$ cat src/rtl/switch_pkg.sv
// Shared types and constants for the switch output-port datapath.
// Packet header carries the payload length in its low nibble.
package switch_pkg;

  localparam int N_IN      = 3;
  localparam int DATA_W    = 8;
  localparam int STALL_MAX = 64;
  localparam int LEN_LSB   = 0;
  localparam int LEN_W     = 4;
  localparam int IDX_W     = 2;

  typedef enum logic [1:0] {
    IDLE = 2'd0,
    HDR  = 2'd1,
    PAY  = 2'd2
  } state_t;

endpackage

$ cat src/rtl/rr_picker.sv
// Combinational round-robin select: the first requester after 'last',
// wrapping around, with 'last' itself checked at lowest priority.
module rr_picker
  import switch_pkg::*;
#(
  parameter int N_REQ = N_IN
) (
  input  logic [N_REQ-1:0] req,
  input  logic [IDX_W-1:0] last,
  output logic             gnt_valid,
  output logic [IDX_W-1:0] gnt_idx
);

  logic [IDX_W-1:0] cand;

  // NOTE: every output of a combinational block gets a default first, so no path leaves it unassigned and no latch is inferred.
  always_comb begin
    gnt_valid = 1'b0;
    gnt_idx   = '0;
    cand      = '0;
    // Walk from lowest to highest priority so the nearest requester wins.
    for (int k = N_REQ; k >= 1; k--) begin
      cand = IDX_W'((int'(last) + k) % N_REQ);
      if (req[cand]) begin
        gnt_valid = 1'b1;
        gnt_idx   = cand;
      end
    end
  end

endmodule

$ cat src/rtl/output_port_arbiter.sv
// Packet-granular round-robin arbiter: grants one input FIFO per packet and
// streams header plus payload through a registered valid/ready stage.
module output_port_arbiter #(
  parameter int N_IN      = switch_pkg::N_IN,
  parameter int DATA_W    = switch_pkg::DATA_W,
  parameter int STALL_MAX = switch_pkg::STALL_MAX
) (
  input  logic                   clk,
  input  logic                   reset,
  input  logic [N_IN-1:0]        empty,
  input  logic [N_IN*DATA_W-1:0] fifo_q,
  output logic [N_IN-1:0]        rdreq,
  output logic [1:0]             sel,
  output logic [DATA_W-1:0]      out_data,
  output logic                   out_valid,
  input  logic                   out_ready,
  output logic                   out_sop,
  output logic                   out_eop,
  output logic                   busy,
  output logic                   err
);

  localparam int CNT_W = $clog2(STALL_MAX);
  localparam int LEN_W = switch_pkg::LEN_W;

  switch_pkg::state_t state, state_next;

  logic [DATA_W-1:0] head;
  logic [LEN_W-1:0]  head_len;
  logic [LEN_W-1:0]  remaining;
  logic [CNT_W-1:0]  stall_cnt;
  logic [1:0]        last;
  logic [1:0]        gnt_idx;
  logic              gnt_valid;
  logic              empty_sel;
  logic              pop;
  logic              eop_now;
  logic              stall_hit;
  logic              abort;

  rr_picker #(.N_REQ(N_IN)) u_picker (
    .req      (~empty),
    .last     (last),
    .gnt_valid(gnt_valid),
    .gnt_idx  (gnt_idx)
  );

  assign busy      = (state != switch_pkg::IDLE);
  assign head      = fifo_q[sel*DATA_W +: DATA_W];
  assign head_len  = head[switch_pkg::LEN_LSB +: LEN_W];
  assign empty_sel = empty[sel];
  // Pop only into a free or draining output register; gated by reset so rdreq is quiet while held in reset.
  assign pop       = reset && busy && !empty_sel && (!out_valid || out_ready);
  assign stall_hit = busy && empty_sel && (stall_cnt == CNT_W'(STALL_MAX - 1));

  always_comb begin
    rdreq = '0;
    if (pop) rdreq[sel] = 1'b1;
  end

  always_comb begin
    state_next = state;
    abort      = 1'b0;
    eop_now    = 1'b0;
    unique case (state)
      switch_pkg::IDLE: begin
        if (gnt_valid) state_next = switch_pkg::HDR;
      end
      switch_pkg::HDR: begin
        eop_now = (head_len == '0);
        if (pop) begin
          state_next = eop_now ? switch_pkg::IDLE : switch_pkg::PAY;
        end else if (stall_hit) begin
          abort      = 1'b1;
          state_next = switch_pkg::IDLE;
        end
      end
      switch_pkg::PAY: begin
        eop_now = (remaining == LEN_W'(1));
        if (pop) begin
          if (eop_now) state_next = switch_pkg::IDLE;
        end else if (stall_hit) begin
          abort      = 1'b1;
          state_next = switch_pkg::IDLE;
        end
      end
      default: state_next = switch_pkg::IDLE;
    endcase
  end

  // NOTE: sequential state uses non-blocking assignments so every register samples pre-edge values regardless of block order.
  always_ff @(posedge clk) begin
    if (!reset) state <= switch_pkg::IDLE;
    else        state <= state_next;
  end

  always_ff @(posedge clk) begin
    if (!reset) begin
      sel       <= '0;
      last      <= 2'(N_IN - 1);
      remaining <= '0;
      stall_cnt <= '0;
      out_data  <= '0;
      out_valid <= 1'b0;
      out_sop   <= 1'b0;
      out_eop   <= 1'b0;
      err       <= 1'b0;
    end else begin
      err <= abort;

      if (state == switch_pkg::IDLE && gnt_valid) begin
        sel  <= gnt_idx;
        last <= gnt_idx;
      end

      if (!busy || pop || abort) stall_cnt <= '0;
      else if (empty_sel)        stall_cnt <= stall_cnt + 1'b1;

      if (pop) begin
        remaining <= (state == switch_pkg::HDR) ? head_len : remaining - 1'b1;
        out_data  <= head;
        out_valid <= 1'b1;
        out_sop   <= (state == switch_pkg::HDR);
        out_eop   <= eop_now;
      end else if (out_ready) begin
        out_valid <= 1'b0;
        out_sop   <= 1'b0;
        out_eop   <= 1'b0;
      end
    end
  end

endmodule

$ cat config.mk
export PLATFORM = sky130hd
export DESIGN_NAME = output_port_arbiter
export DESIGN_NICKNAME = d
export VERILOG_FILES = /design/src/rtl/switch_pkg.sv /design/src/rtl/rr_picker.sv /design/src/rtl/output_port_arbiter.sv
export SDC_FILE = /design/constraint.sdc
export NUM_CORES = 1
export LEC_CHECK = 0
export BUFFER_PORTS_ARGS = -buffer_cell sky130_fd_sc_hd__buf_2
export CORE_MARGIN = 5
export CORE_UTILIZATION = 45
export CTS_CLUSTER_DIAMETER = 200
export DETAILED_ROUTE_END_ITERATION = 8
export PLACE_DENSITY = 0.79
export SLEW_MARGIN = 20
export SYNTH_ARGS = -nofsm -noshare
export SYNTH_HDL_FRONTEND = slang
export SYNTH_SLANG_ARGS = --single-unit
$ cat constraint.sdc
create_clock -name clk -period 3.8 [get_ports clk]
set_clock_uncertainty 0.15 [all_clocks]
set_input_delay 0 -clock clk [delete_from_list [all_inputs] [get_ports clk]]
set_output_delay 0 -clock clk [all_outputs]
set_load 0.05 [all_outputs]
==> metrics.txt <==
status=completed; grt ovf=0; gr usage total=0.160; EDFF count, synth=0; IO Port Bufs=between 40 and 50; I/O pins=48; largest net degree at the start of global routing=28; Iter 0 DRT Violations=92; DRT antenna net count=0; worst-path cell chain=inv_1 > ha_1 > nor3_1 > o21ai_0 > o2111ai_1 > a2111o_1 > dlygate4sd3_1 > a21oi_1; final hold slack=around 58 ps; cell total after placement=281; # diodes=0; Tot Pwr=approximately 1.2 mW; wire per inst=13.9 um; die span in x=between 70 and 80 um; Tmin final=3240 ps; Final Non-Filler Cells=295; Syn Nets=around 240; CTS tree=yes; Worst EP arrival=3290 ps; Sink Count=27; share of layout cells above drive strength 1=0.231; Clock transition at path regs=~90 ps; DIE HEIGHT=71.0 um; Crit-path slowest cell=dfxtp_1; Vias/cell=5.38; terminus of the critical flop-to-flop path=sel[0]; cell with the most instances after synthesis=nor2_1; Worst Path Buf+Inv=2; gpl congestion=0.863; hpwl dp=3060 um; Synth warnings=0; Num CTS Buffers=3; cell leakage power=0.851 nW; fillers=362; Worst Max-Slew Pin Slew=918 ps; Syn Area/Cell=8.51 sq um; initial antenna violation count=0; Area Overhead vs Synth=21.0%; WHS Endpoint=out_data[3]; Tcrit/Tclk final=0.853; Crit path max-delay family=compound AO/OA/AOI/OAI gates; Slew Limit Fails=0; Power Density=582 mW/mm^2; crit path capture type=flip-flop; postcts setup bufs=0; CTS H-tree lvls=1; cell taking the most area after synthesis=dfxtp_1; nets=about 290; reg2reg start=sel[0]; Vias=between 1.5k and 2k; final hold violation count=0; worst reg-to-reg path cell count=8; R2R Setup Slk=between 500 and 600 ps; WP data required=3840 ps; CP max stage delay=about 700 ps; RSZ-0062 raised after global routing=no; setup tns final=0 ps; sequential share of the synthesized area=0.322; synth unique cells=50; ys flop type=dfxtp_1; Worst-Skew Late Latency=270 ps; first-pass GRT wire length=roughly 6800 um; Synth top area share=0.322; final wirelength=4110 um; hold depth=4; vias in the first global route=roughly 1.5k; Cells after Synth=about 200; Core ar.=0.00363 sq mm; Hold Startpoint=fifo_q[11]; standard-cell rows=22; Clock Root Buffer=clkbuf_8; Async SR Flop Fraction=0; Slew Limit Headroom=0.388; count of final setup violators=0; Peak supply drop=0.235 mV; Die Area=0.00505 sq mm; CTS max path bufs=2; Synth area leaders=dfxtp_1, mux2i_1, nor2_1; startpoint types=flip-flop; Residual DRC=0; Synth top cells by count=nor2_1, dfxtp_1, mux2i_1; DR pass1 iterations=4; crit path max fanout=16; Initial Utilization=0.461; max_cap viols=0; mapped cell area=roughly 0.0017 sq mm; worst hold path class=in -> reg; #FFs+latches synth=27; Max Clk Rate=309 MHz; critical path class=reg -> reg
==> tightest hold or removal path: stages <==
cell and delay (ps):
buf_2 80, o2bb2ai_1 170, mux2i_1 90, nor2_1 100
==> worst max path at each step <==
stage | slack, ps | depth (start not counted) | start | end
final | 560 | 8 | sel[0] | sel[0]
after detailed placement | 1090 | 7 | sel[0] | sel[1]
after global routing | 260 | 8 | sel[0] | sel[0]
after global placement | 1170 | 7 | sel[0] | sel[1]
after floorplan | 1250 | 8 | sel[1] | rdreq[0]
after CTS | 620 | 8 | sel[0] | sel[0]
==> routing by layer <==
layer | part of all wire | track usage
met5 | 0 | 0
met4 | 0.015 | 0.0438
met3 | 0.069 | 0.0440
met2 | 0.46 | 0.270
met1 | 0.46 | 0.201
==> registers in the layout, summed over array words and instances, names as in the netlist <==
signal / flops
out_data: 8
stall_cnt: 6
remaining: 4
sel: 2
state: 2
err: 1
last: 1
out_eop: 1
out_sop: 1
out_valid: 1
==> cell families after synthesis <==
kind of cell    Yosys count  share of synthesized area
simple gates             71                      0.203
compound gates           46                      0.203
flops                    27                      0.322
buf+inv                  23                     0.0821
mux                      15                     0.0903
fa+ha+maj                10                     0.0731
xor+xnor                  5                     0.0261
==> what timing repair did <==
item                                   in CTS  in global routing
endpoints found under the hold margin      12                  0
hold buffers                               10                  0
gates resized for setup                     0                  0
==> layout make-up <==
type / instances / area (sq um) / area share
Clock buffer: 4 / 45.0 / 0.0222
Inverter: 11 / 41.3 / 0.0204
Multi-Input combinational cell: 147 / 998 / 0.492
Sequential cell: 27 / 541 / 0.267
Tap cell: 48 / 60.1 / 0.0296
Timing Repair Buffer: 58 / 343 / 0.169
==> power breakdown <==
part           switching, mW  leakage, nW  internal [mW]  total (mW)
Sequential            0.0481        0.219          0.328       0.377
Combinational          0.407        0.609          0.236       0.643
Clock                 0.0864       0.0228         0.0751       0.161
Total                  0.541        0.851          0.639        1.18
==> layout by cell type (no fill, tap or decap), types with 2 or more instances in the layout <==
master and count:
nor2_1 34, inv_1 10, ha_1 9, a22o_1 2, nand4_1 3, dfxtp_1 27, a221oi_1 2, a211oi_1 4
xor2_1 4, and2_1 2, buf_2 47, a21oi_1 13, dlygate4sd3_1 10, nand4b_1 2, and3_1 3, mux2i_1 14
nand2_1 13, clkbuf_8 3, nor2b_1 3, o21ai_0 5, a22oi_1 2, o211ai_1 2, nor3_1 3, o2bb2ai_1 4
==> stage by stage <==
stage	util	cell area [sq um]	setup WS (ps)
floorplan	-	1680	1250
global placement	0.518	1880	1170
detailed placement	0.518	1880	1090
CTS	0.558	2030	616
global route	0.558	2030	257
finish	0.558	2030	559
Power figures use the tool's default switching activity.
